File: src/rtl/gear_accumulator_if.sv
// ============================================================================
// Module      : gear_accumulator_if
// Description : Bundles the run-control, sample-input and result-output
//               handshakes of gear_accumulator. The master drives runs and
//               samples and consumes results. The slave is the accumulator.
// Revision    : 1.0 - initial release
// ============================================================================
`default_nettype none

interface gear_accumulator_if #(
  parameter int IN_WIDTH  = 16,
  parameter int ACC_WIDTH = 32,
  parameter int LEN_WIDTH = 8
);
  logic                 start;
  logic [LEN_WIDTH-1:0] len;
  logic [ACC_WIDTH-1:0] acc_init;
  logic                 exact;
  logic [IN_WIDTH-1:0]  in_data;
  logic                 in_valid;
  logic                 in_ready;
  logic [ACC_WIDTH-1:0] out_data;
  logic                 out_valid;
  logic                 out_ready;
  logic                 busy;

  modport master (
    output start, len, acc_init, exact, in_data, in_valid, out_ready,
    input  in_ready, out_data, out_valid, busy
  );

  modport slave (
    input  start, len, acc_init, exact, in_data, in_valid, out_ready,
    output in_ready, out_data, out_valid, busy
  );
endinterface

`default_nettype wire

File: src/rtl/gear_accumulator.sv
// ============================================================================
// Module      : gear_accumulator
// Description : Accumulates a run of signed samples onto a seed value. Each
//               add is either exact or GeAr windowed-carry (R/P). The choice
//               is latched per run. The result leaves on a valid/ready
//               handshake.
// Revision    : 1.0 - initial release
// ============================================================================
`default_nettype none

module gear_accumulator #(
  parameter int R         = 8,   // result bits per window after window 0
  parameter int P         = 8,   // overlap bits used for carry prediction
  parameter int IN_WIDTH  = 16,
  parameter int ACC_WIDTH = 32,  // must satisfy ACC_WIDTH>=R+P, (ACC_WIDTH-P)%R==0
  parameter int LEN_WIDTH = 8
) (
  input  logic               clk,
  input  logic               rst,
  gear_accumulator_if.slave  bus
);

  localparam int L = R + P;                    // window width
  localparam int K = 1 + (ACC_WIDTH - L) / R;  // number of windows

  typedef enum logic [1:0] {
    S_IDLE  = 2'd0,
    S_ACCUM = 2'd1,
    S_DONE  = 2'd2
  } state_t;

  state_t               state_q, state_d;
  logic [ACC_WIDTH-1:0] acc_q, acc_d;
  logic [LEN_WIDTH-1:0] count_q, count_d;
  logic                 mode_q, mode_d;         // 1 = exact, 0 = GeAr
  logic [ACC_WIDTH-1:0] out_data_q, out_data_d;
  logic                 in_ready_q, in_ready_d;
  logic                 out_valid_q, out_valid_d;
  logic                 busy_q, busy_d;

  logic [ACC_WIDTH-1:0] w_b;
  logic [ACC_WIDTH-1:0] w_sum_exact;
  logic [ACC_WIDTH-1:0] w_sum_gear;
  logic [ACC_WIDTH-1:0] w_sum;
  logic                 w_accept;

  assign w_b         = {{(ACC_WIDTH-IN_WIDTH){bus.in_data[IN_WIDTH-1]}}, bus.in_data};
  assign w_sum_exact = acc_q + w_b;
  assign w_sum       = mode_q ? w_sum_exact : w_sum_gear;
  // in_ready_q is high exactly while in ACCUM, so it qualifies the handshake.
  assign w_accept    = bus.in_valid && in_ready_q;

  // GeAr add: independent L-bit windows with carry-in 0. Window 0 yields its
  // full L bits. Each later window yields only its top R bits. Its low P bits
  // only predict the carry into that slice.
  always_comb begin
    logic [L-1:0] s;
    w_sum_gear = '0;
    for (int i = 0; i < K; i++) begin
      s = acc_q[i*R +: L] + w_b[i*R +: L];
      if (i == 0) begin
        w_sum_gear[L-1:0] = s;
      end else begin
        w_sum_gear[P + i*R +: R] = s[L-1:P];
      end
    end
  end

  // Next-state and next-output logic. Outputs are decoded from the next state
  // so that they become registered values aligned with the state.
  always_comb begin
    state_d    = state_q;
    acc_d      = acc_q;
    count_d    = count_q;
    mode_d     = mode_q;
    out_data_d = out_data_q;
    case (state_q)
      S_IDLE: begin
        if (bus.start) begin
          acc_d   = bus.acc_init;
          count_d = bus.len;
          mode_d  = bus.exact;
          if (bus.len != '0) begin
            state_d = S_ACCUM;
          end else begin
            state_d    = S_DONE;
            out_data_d = bus.acc_init;
          end
        end
      end
      S_ACCUM: begin
        if (w_accept) begin
          acc_d   = w_sum;
          count_d = count_q - LEN_WIDTH'(1);
          if (count_q == LEN_WIDTH'(1)) begin
            state_d    = S_DONE;
            out_data_d = w_sum;
          end
        end
      end
      S_DONE: begin
        if (bus.out_ready) begin
          state_d = S_IDLE;
        end
      end
      default: begin
        state_d = S_IDLE;
      end
    endcase
    in_ready_d  = (state_d == S_ACCUM);
    out_valid_d = (state_d == S_DONE);
    busy_d      = (state_d != S_IDLE);
  end

  // State and output registers with synchronous reset.
  always_ff @(posedge clk) begin
    if (rst) begin
      state_q     <= S_IDLE;
      acc_q       <= '0;
      count_q     <= '0;
      mode_q      <= 1'b0;
      out_data_q  <= '0;
      in_ready_q  <= 1'b0;
      out_valid_q <= 1'b0;
      busy_q      <= 1'b0;
    end else begin
      state_q     <= state_d;
      acc_q       <= acc_d;
      count_q     <= count_d;
      mode_q      <= mode_d;
      out_data_q  <= out_data_d;
      in_ready_q  <= in_ready_d;
      out_valid_q <= out_valid_d;
      busy_q      <= busy_d;
    end
  end

  assign bus.in_ready  = in_ready_q;
  assign bus.out_valid = out_valid_q;
  assign bus.out_data  = out_data_q;
  assign bus.busy      = busy_q;

endmodule

`default_nettype wire

File: src/flat_wrapper.sv
// flat-port wrapper written by rule: the top's interface ports become plain ports
module gear_accumulator_flat 
#(
  parameter int R         = 8,                                           
  parameter int P         = 8,                                            
  parameter int IN_WIDTH  = 16,
  parameter int ACC_WIDTH = 32,                                                    
  parameter int LEN_WIDTH = 8
)
  (clk, rst, bus_start, bus_len, bus_acc_init, bus_exact, bus_in_data, bus_in_valid, bus_out_ready, bus_in_ready, bus_out_data, bus_out_valid, bus_busy);
  gear_accumulator_if #(.IN_WIDTH(IN_WIDTH), .ACC_WIDTH(ACC_WIDTH), .LEN_WIDTH(LEN_WIDTH)) bus_i ();
  input  logic clk;
  input  logic rst;
  input wire logic [$bits(bus_i.start)-1:0] bus_start;
  input wire logic [$bits(bus_i.len)-1:0] bus_len;
  input wire logic [$bits(bus_i.acc_init)-1:0] bus_acc_init;
  input wire logic [$bits(bus_i.exact)-1:0] bus_exact;
  input wire logic [$bits(bus_i.in_data)-1:0] bus_in_data;
  input wire logic [$bits(bus_i.in_valid)-1:0] bus_in_valid;
  input wire logic [$bits(bus_i.out_ready)-1:0] bus_out_ready;
  output wire logic [$bits(bus_i.in_ready)-1:0] bus_in_ready;
  output wire logic [$bits(bus_i.out_data)-1:0] bus_out_data;
  output wire logic [$bits(bus_i.out_valid)-1:0] bus_out_valid;
  output wire logic [$bits(bus_i.busy)-1:0] bus_busy;
  assign bus_i.start = bus_start;
  assign bus_i.len = bus_len;
  assign bus_i.acc_init = bus_acc_init;
  assign bus_i.exact = bus_exact;
  assign bus_i.in_data = bus_in_data;
  assign bus_i.in_valid = bus_in_valid;
  assign bus_i.out_ready = bus_out_ready;
  assign bus_in_ready = bus_i.in_ready;
  assign bus_out_data = bus_i.out_data;
  assign bus_out_valid = bus_i.out_valid;
  assign bus_busy = bus_i.busy;
  gear_accumulator #(.R(R), .P(P), .IN_WIDTH(IN_WIDTH), .ACC_WIDTH(ACC_WIDTH), .LEN_WIDTH(LEN_WIDTH)) u_core (.clk(clk), .rst(rst), .bus(bus_i));
endmodule
File: config.mk
export PLATFORM = sky130hd
export DESIGN_NAME = gear_accumulator_flat
export DESIGN_NICKNAME = d
export VERILOG_FILES = /design/src/rtl/gear_accumulator_if.sv /design/src/rtl/gear_accumulator.sv /design/src/flat_wrapper.sv
export SDC_FILE = /design/constraint.sdc
export NUM_CORES = 1
export LEC_CHECK = 0
export BUFFER_PORTS_ARGS = -buffer_cell sky130_fd_sc_hd__buf_4
export CAP_MARGIN = 20
export CORE_MARGIN = 2
export CORE_UTILIZATION = 35
export CTS_BUF_LIST = sky130_fd_sc_hd__clkbuf_2
export CTS_CLUSTER_DIAMETER = 120
export DETAILED_ROUTE_END_ITERATION = 10
export GPL_TIMING_DRIVEN = 0
export PLACE_DENSITY = 0.51
export REMOVE_ABC_BUFFERS = 1
export SYNTH_ARGS = -nofsm -noshare
export SYNTH_HDL_FRONTEND = slang
export SYNTH_SLANG_ARGS = --single-unit
File: constraint.sdc
create_clock -name clk -period 5.6 [get_ports clk]
set_clock_uncertainty 0.1 [all_clocks]
set_input_delay 0.28 -clock clk [delete_from_list [all_inputs] [get_ports clk]]
set_output_delay 0.28 -clock clk [all_outputs]
set_load 0.005 [all_outputs]
==> flow_metrics.env <==
export IMPL_outcome="complete, no violations"
export IMPL_power_per_cell_area_mw_per_mm2=217
export IMPL_detailedRoute_firstPassIterationCount=5
export IMPL_area_growth_syn_to_layout_pct=25.9
export IMPL_initial_utilization_pct=35.9
export IMPL_cts_inserted_buffers=9
export IMPL_antenna_violating_nets_post_route=0
export IMPL_synth_cell_area_mm2=0.00548
export IMPL_synth_yosys_seq_area_share_pct=28.5
export IMPL_cts_htree_levels=3
export IMPL_critical_path_reg2reg_endpoint="u_core.bus.out_data[30]$_SDFFE_PP0P_"
export IMPL_crit_slowest_cell="sky130_fd_sc_hd__a2111oi_0"
export IMPL_antenna_found_initial=1
export IMPL_nets=911
export IMPL_r2r_cell_count=9
export IMPL_finalWorstPathRequiredPeriod_ns=3.24
export IMPL_fp_dieH_um=129
export IMPL_p_sw_share_pct=38.2
export IMPL_critPathLaunchType="register"
export IMPL_finalWirelength_um=16800
export IMPL_maxSlewHeadroom_pct=42.7
export IMPL_final_fill_count=1547
export IMPL_vias_per_cell=5.47
export IMPL_gp_congestion=0.865
export IMPL_clk_transition_reported_paths_ns=0.23
export IMPL_power_combinational_fraction_pct=37.5
export IMPL_io_buffer_count=96
export IMPL_drive_above_1_share_pct=16.1
export IMPL_clock_tree_buffer_depth=2
export IMPL_hold_path_class="input pin to register"
export IMPL_p_leak_nw=2.71
export IMPL_timing_final_hold_violations=0
export IMPL_synth_flop_cell="sky130_fd_sc_hd__dfxtp_1"
export IMPL_drt_drc_violations_left=0
export IMPL_cts_hold_buf=39
export IMPL_groute_usage_overall_pct=20.5
export IMPL_detailedPlacementHpwl_um=12400
export IMPL_max_freq_mhz=308
export IMPL_fp_coreArea_mm2=0.0153
export IMPL_clk_latency_ns=0.59
export IMPL_timing_final_setup_violations=0
export IMPL_share_clk_of_total_power_pct=21.4
export IMPL_combined_area_of_the_multi_input_logic_cells_mm2=0.00369
export IMPL_r2r_start="u_core.acc_q[17]$_SDFFE_PP0P_"
export IMPL_cts_resized=0
export IMPL_rsz0062_at_grt="false"
export IMPL_root_driver="sky130_fd_sc_hd__clkbuf_2"
export IMPL_p_sw_uw=574
export IMPL_crit_chain="ha_1, a21oi_1, o21ai_0, a21o_1, a2111oi_0, o21ai_1, xnor2_1, a211o_1, mux2i_1"
export IMPL_grt_pass1_wl_um=27100
export IMPL_first_global_vias=5380
export IMPL_setup_tns_final_ns=0
export IMPL_tritoncts_num_sinks=78
export IMPL_crit_type="register to register"
export IMPL_pins_over_slew_limit=0
export IMPL_placement_cell_area_mm2=0.00639
export IMPL_drv_cap=0
export IMPL_postCtsSetupBuffers=0
export IMPL_critical_path_endpoint="u_core.bus.out_data[30]$_SDFFE_PP0P_"
export IMPL_fin_area_mm2=0.00690
export IMPL_floorplan_die_width_um=129
export IMPL_num_io_pins=97
export IMPL_total_congestion_overflow=0
export IMPL_final_period_utilization_pct=57.9
export IMPL_crit_path_start="u_core.acc_q[17]$_SDFFE_PP0P_"
export IMPL_cts_tree="yes"
export IMPL_finish_utilization_pct=45.2
export IMPL_final_hold_worst_slack_ns=0.0583
export IMPL_synth_ff_latch_count=78
export IMPL_die_area_mm2=0.0167
export IMPL_synth_cell_type_count=64
export IMPL_p_seq_share_pct=41.1
export IMPL_synth_edff_count=0
export IMPL_vias=5640
export IMPL_worst_ep_arrival_time_ns=3.67
export IMPL_synth_warning_count=0
export IMPL_first_iter_violations=224
export IMPL_synthesis_area_per_instance_um2=7.64
export IMPL_postSynthCellCount=717
export IMPL_critPathMaxStageDelay_ns=0.70
export IMPL_reg2reg_slack_ns=2.36
export IMPL_critical_path_endpoint_type="register"
export IMPL_peakVddDrop_mv=0.111
export IMPL_wl_per_cell_um=16.3
export IMPL_crit_required_ns=6.02
export IMPL_async_flop_share_pct=0
export IMPL_crit_path_max_fanout=9
export IMPL_sequential_cell_area_in_the_final_layout_mm2=0.00156
export IMPL_timing_worst_slew_pin_value_ns=0.858
export IMPL_pin_count_of_the_biggest_net_entering_global_routing=80
export IMPL_internal_power_uw=927
export IMPL_core_rowCount=45
[per-stage QoR]
stage	cells	power [mW]	setup slack [ns]
finish	1032	1.50	2.36
CTS	1031	1.52	2.42
detailed placement	976	1.17	2.25
global route	1032	1.61	2.26
floorplan	664	0.996	1.81
global placement	971	1.16	0.187
[registers in the layout, indices dropped and copies added (netlist names)]
signal / count
u_core.bus.in_ready: 1
u_core.count_q: 8
u_core.bus.out_valid: 1
u_core.bus.out_data: 32
u_core.state_q: 2
u_core.bus.busy: 1
u_core.mode_q: 1
u_core.acc_q: 32
[logic make-up after synthesis]
group	Yosys count	synth area share, %
AOI/OAI and AO/OA	246	30.6
and+or+nand+nor	255	21.8
muxes	18	3.31
DFF	78	28.5
adders and majority gates	34	7.90
xor gates and xnor gates	20	3.20
buffers and inverters	66	4.68
[cells in the mapped netlist (all sizes together), types with 3 or more instances]
cell    instances  area (µm²)
nor2          109         412
dfxtp          78        1560
a21oi          65         340
a211oi         60         450
nand2          55         206
clkbuf         44         166
o21ai          35         175
ha             33         413
mux2i          17         170
inv            13        48.8
nand3          13        65.1
nor3           13        65.1
a31oi          11        68.8
o211ai         11        82.6
o21bai         11        82.6
xnor2          11        96.3
buf             9        41.3
nand2b          9        56.3
o21a            9        67.6
xor2            9        78.8
a21o            8        60.1
nand4           8        50.1
and2            7        43.8
and3            7        43.8
and4            5        43.8
or2             5        31.3
or3             5        31.3
nand3b          4        30.0
nor2b           4        25.0
nor3b           4        30.0
nor4            4        31.3
o22ai           4        25.0
a221oi          3        26.3
a41oi           3        26.3
o31ai           3        36.3
[worst min path at each step]
stage	start	end	slack (ns)	depth (start not counted)
floorplan	rst	u_core.acc_q[16]$_SDFFE_PP0P_	0.25	1
global placement	u_core.acc_q[26]$_SDFFE_PP0P_	u_core.acc_q[26]$_SDFFE_PP0P_	0.35	2
detailed placement	u_core.acc_q[26]$_SDFFE_PP0P_	u_core.acc_q[26]$_SDFFE_PP0P_	0.36	2
CTS	bus_acc_init[19]	u_core.acc_q[19]$_SDFFE_PP0P_	0.007	3
global route	bus_acc_init[19]	u_core.bus.out_data[19]$_SDFFE_PP0P_	0.03	3
finish	bus_acc_init[19]	u_core.bus.out_data[19]$_SDFFE_PP0P_	0.06	3
[final cells by class]
class	instances	area share (%)
clock buffers	10	0.725
flip-flops and latches	78	22.6
well taps	211	3.83
multi-input cells	573	53.5
repair buffers	140	17.7
inverters	13	0.707
clock inverters	6	0.907
diodes	1	0.0363
[cells in the final DEF, fill, tap and decap left out, types with 10 or more instances in the layout]
cell type	n
sky130_fd_sc_hd__nand2_1	55
sky130_fd_sc_hd__dlygate4sd3_1	39
sky130_fd_sc_hd__dfxtp_1	78
sky130_fd_sc_hd__a211oi_1	60
sky130_fd_sc_hd__nor2_1	108
sky130_fd_sc_hd__buf_4	96
sky130_fd_sc_hd__a31oi_1	11
sky130_fd_sc_hd__a21oi_1	60
sky130_fd_sc_hd__ha_1	33
sky130_fd_sc_hd__nor3_1	13
sky130_fd_sc_hd__xnor2_1	11
sky130_fd_sc_hd__o21ai_0	20
sky130_fd_sc_hd__nand3_1	13
sky130_fd_sc_hd__o21ai_1	15
sky130_fd_sc_hd__mux2i_1	17
sky130_fd_sc_hd__o211ai_1	11
sky130_fd_sc_hd__clkbuf_2	10
sky130_fd_sc_hd__inv_1	13
sky130_fd_sc_hd__o21bai_1	11
[per-layer routing]
layer | track usage (%) | up-vias | part of all wire (%)
li1 | - | 2841 | -
met1 | 27.0 | 2637 | 47
met2 | 34.6 | 140 | 47
met3 | 2.48 | 22 | 3.8
met4 | 7.29 | 0 | 1.9
met5 | 0 | - | 0
[power groups by stage]
stage,clock network (mW),registers [mW],logic (mW)
2_1_floorplan,0,0.620,0.376
3_3_place_gp,0,0.627,0.532
3_5_place_dp,0,0.628,0.539
4_1_cts,0.339,0.617,0.564
5_1_grt,0.358,0.623,0.627
6_report,0.320,0.617,0.563
[critical path: cells and delay by family, from the launching register on]
family,cells,cell delay [ns]
xor gates and xnor gates,1,0.18
AOI/OAI and AO/OA,6,1.93
muxes,1,0.16
adders and majority gates,1,0.42
DFF,1,0.38
No activity file was read; power rests on OpenSTA's default activity.
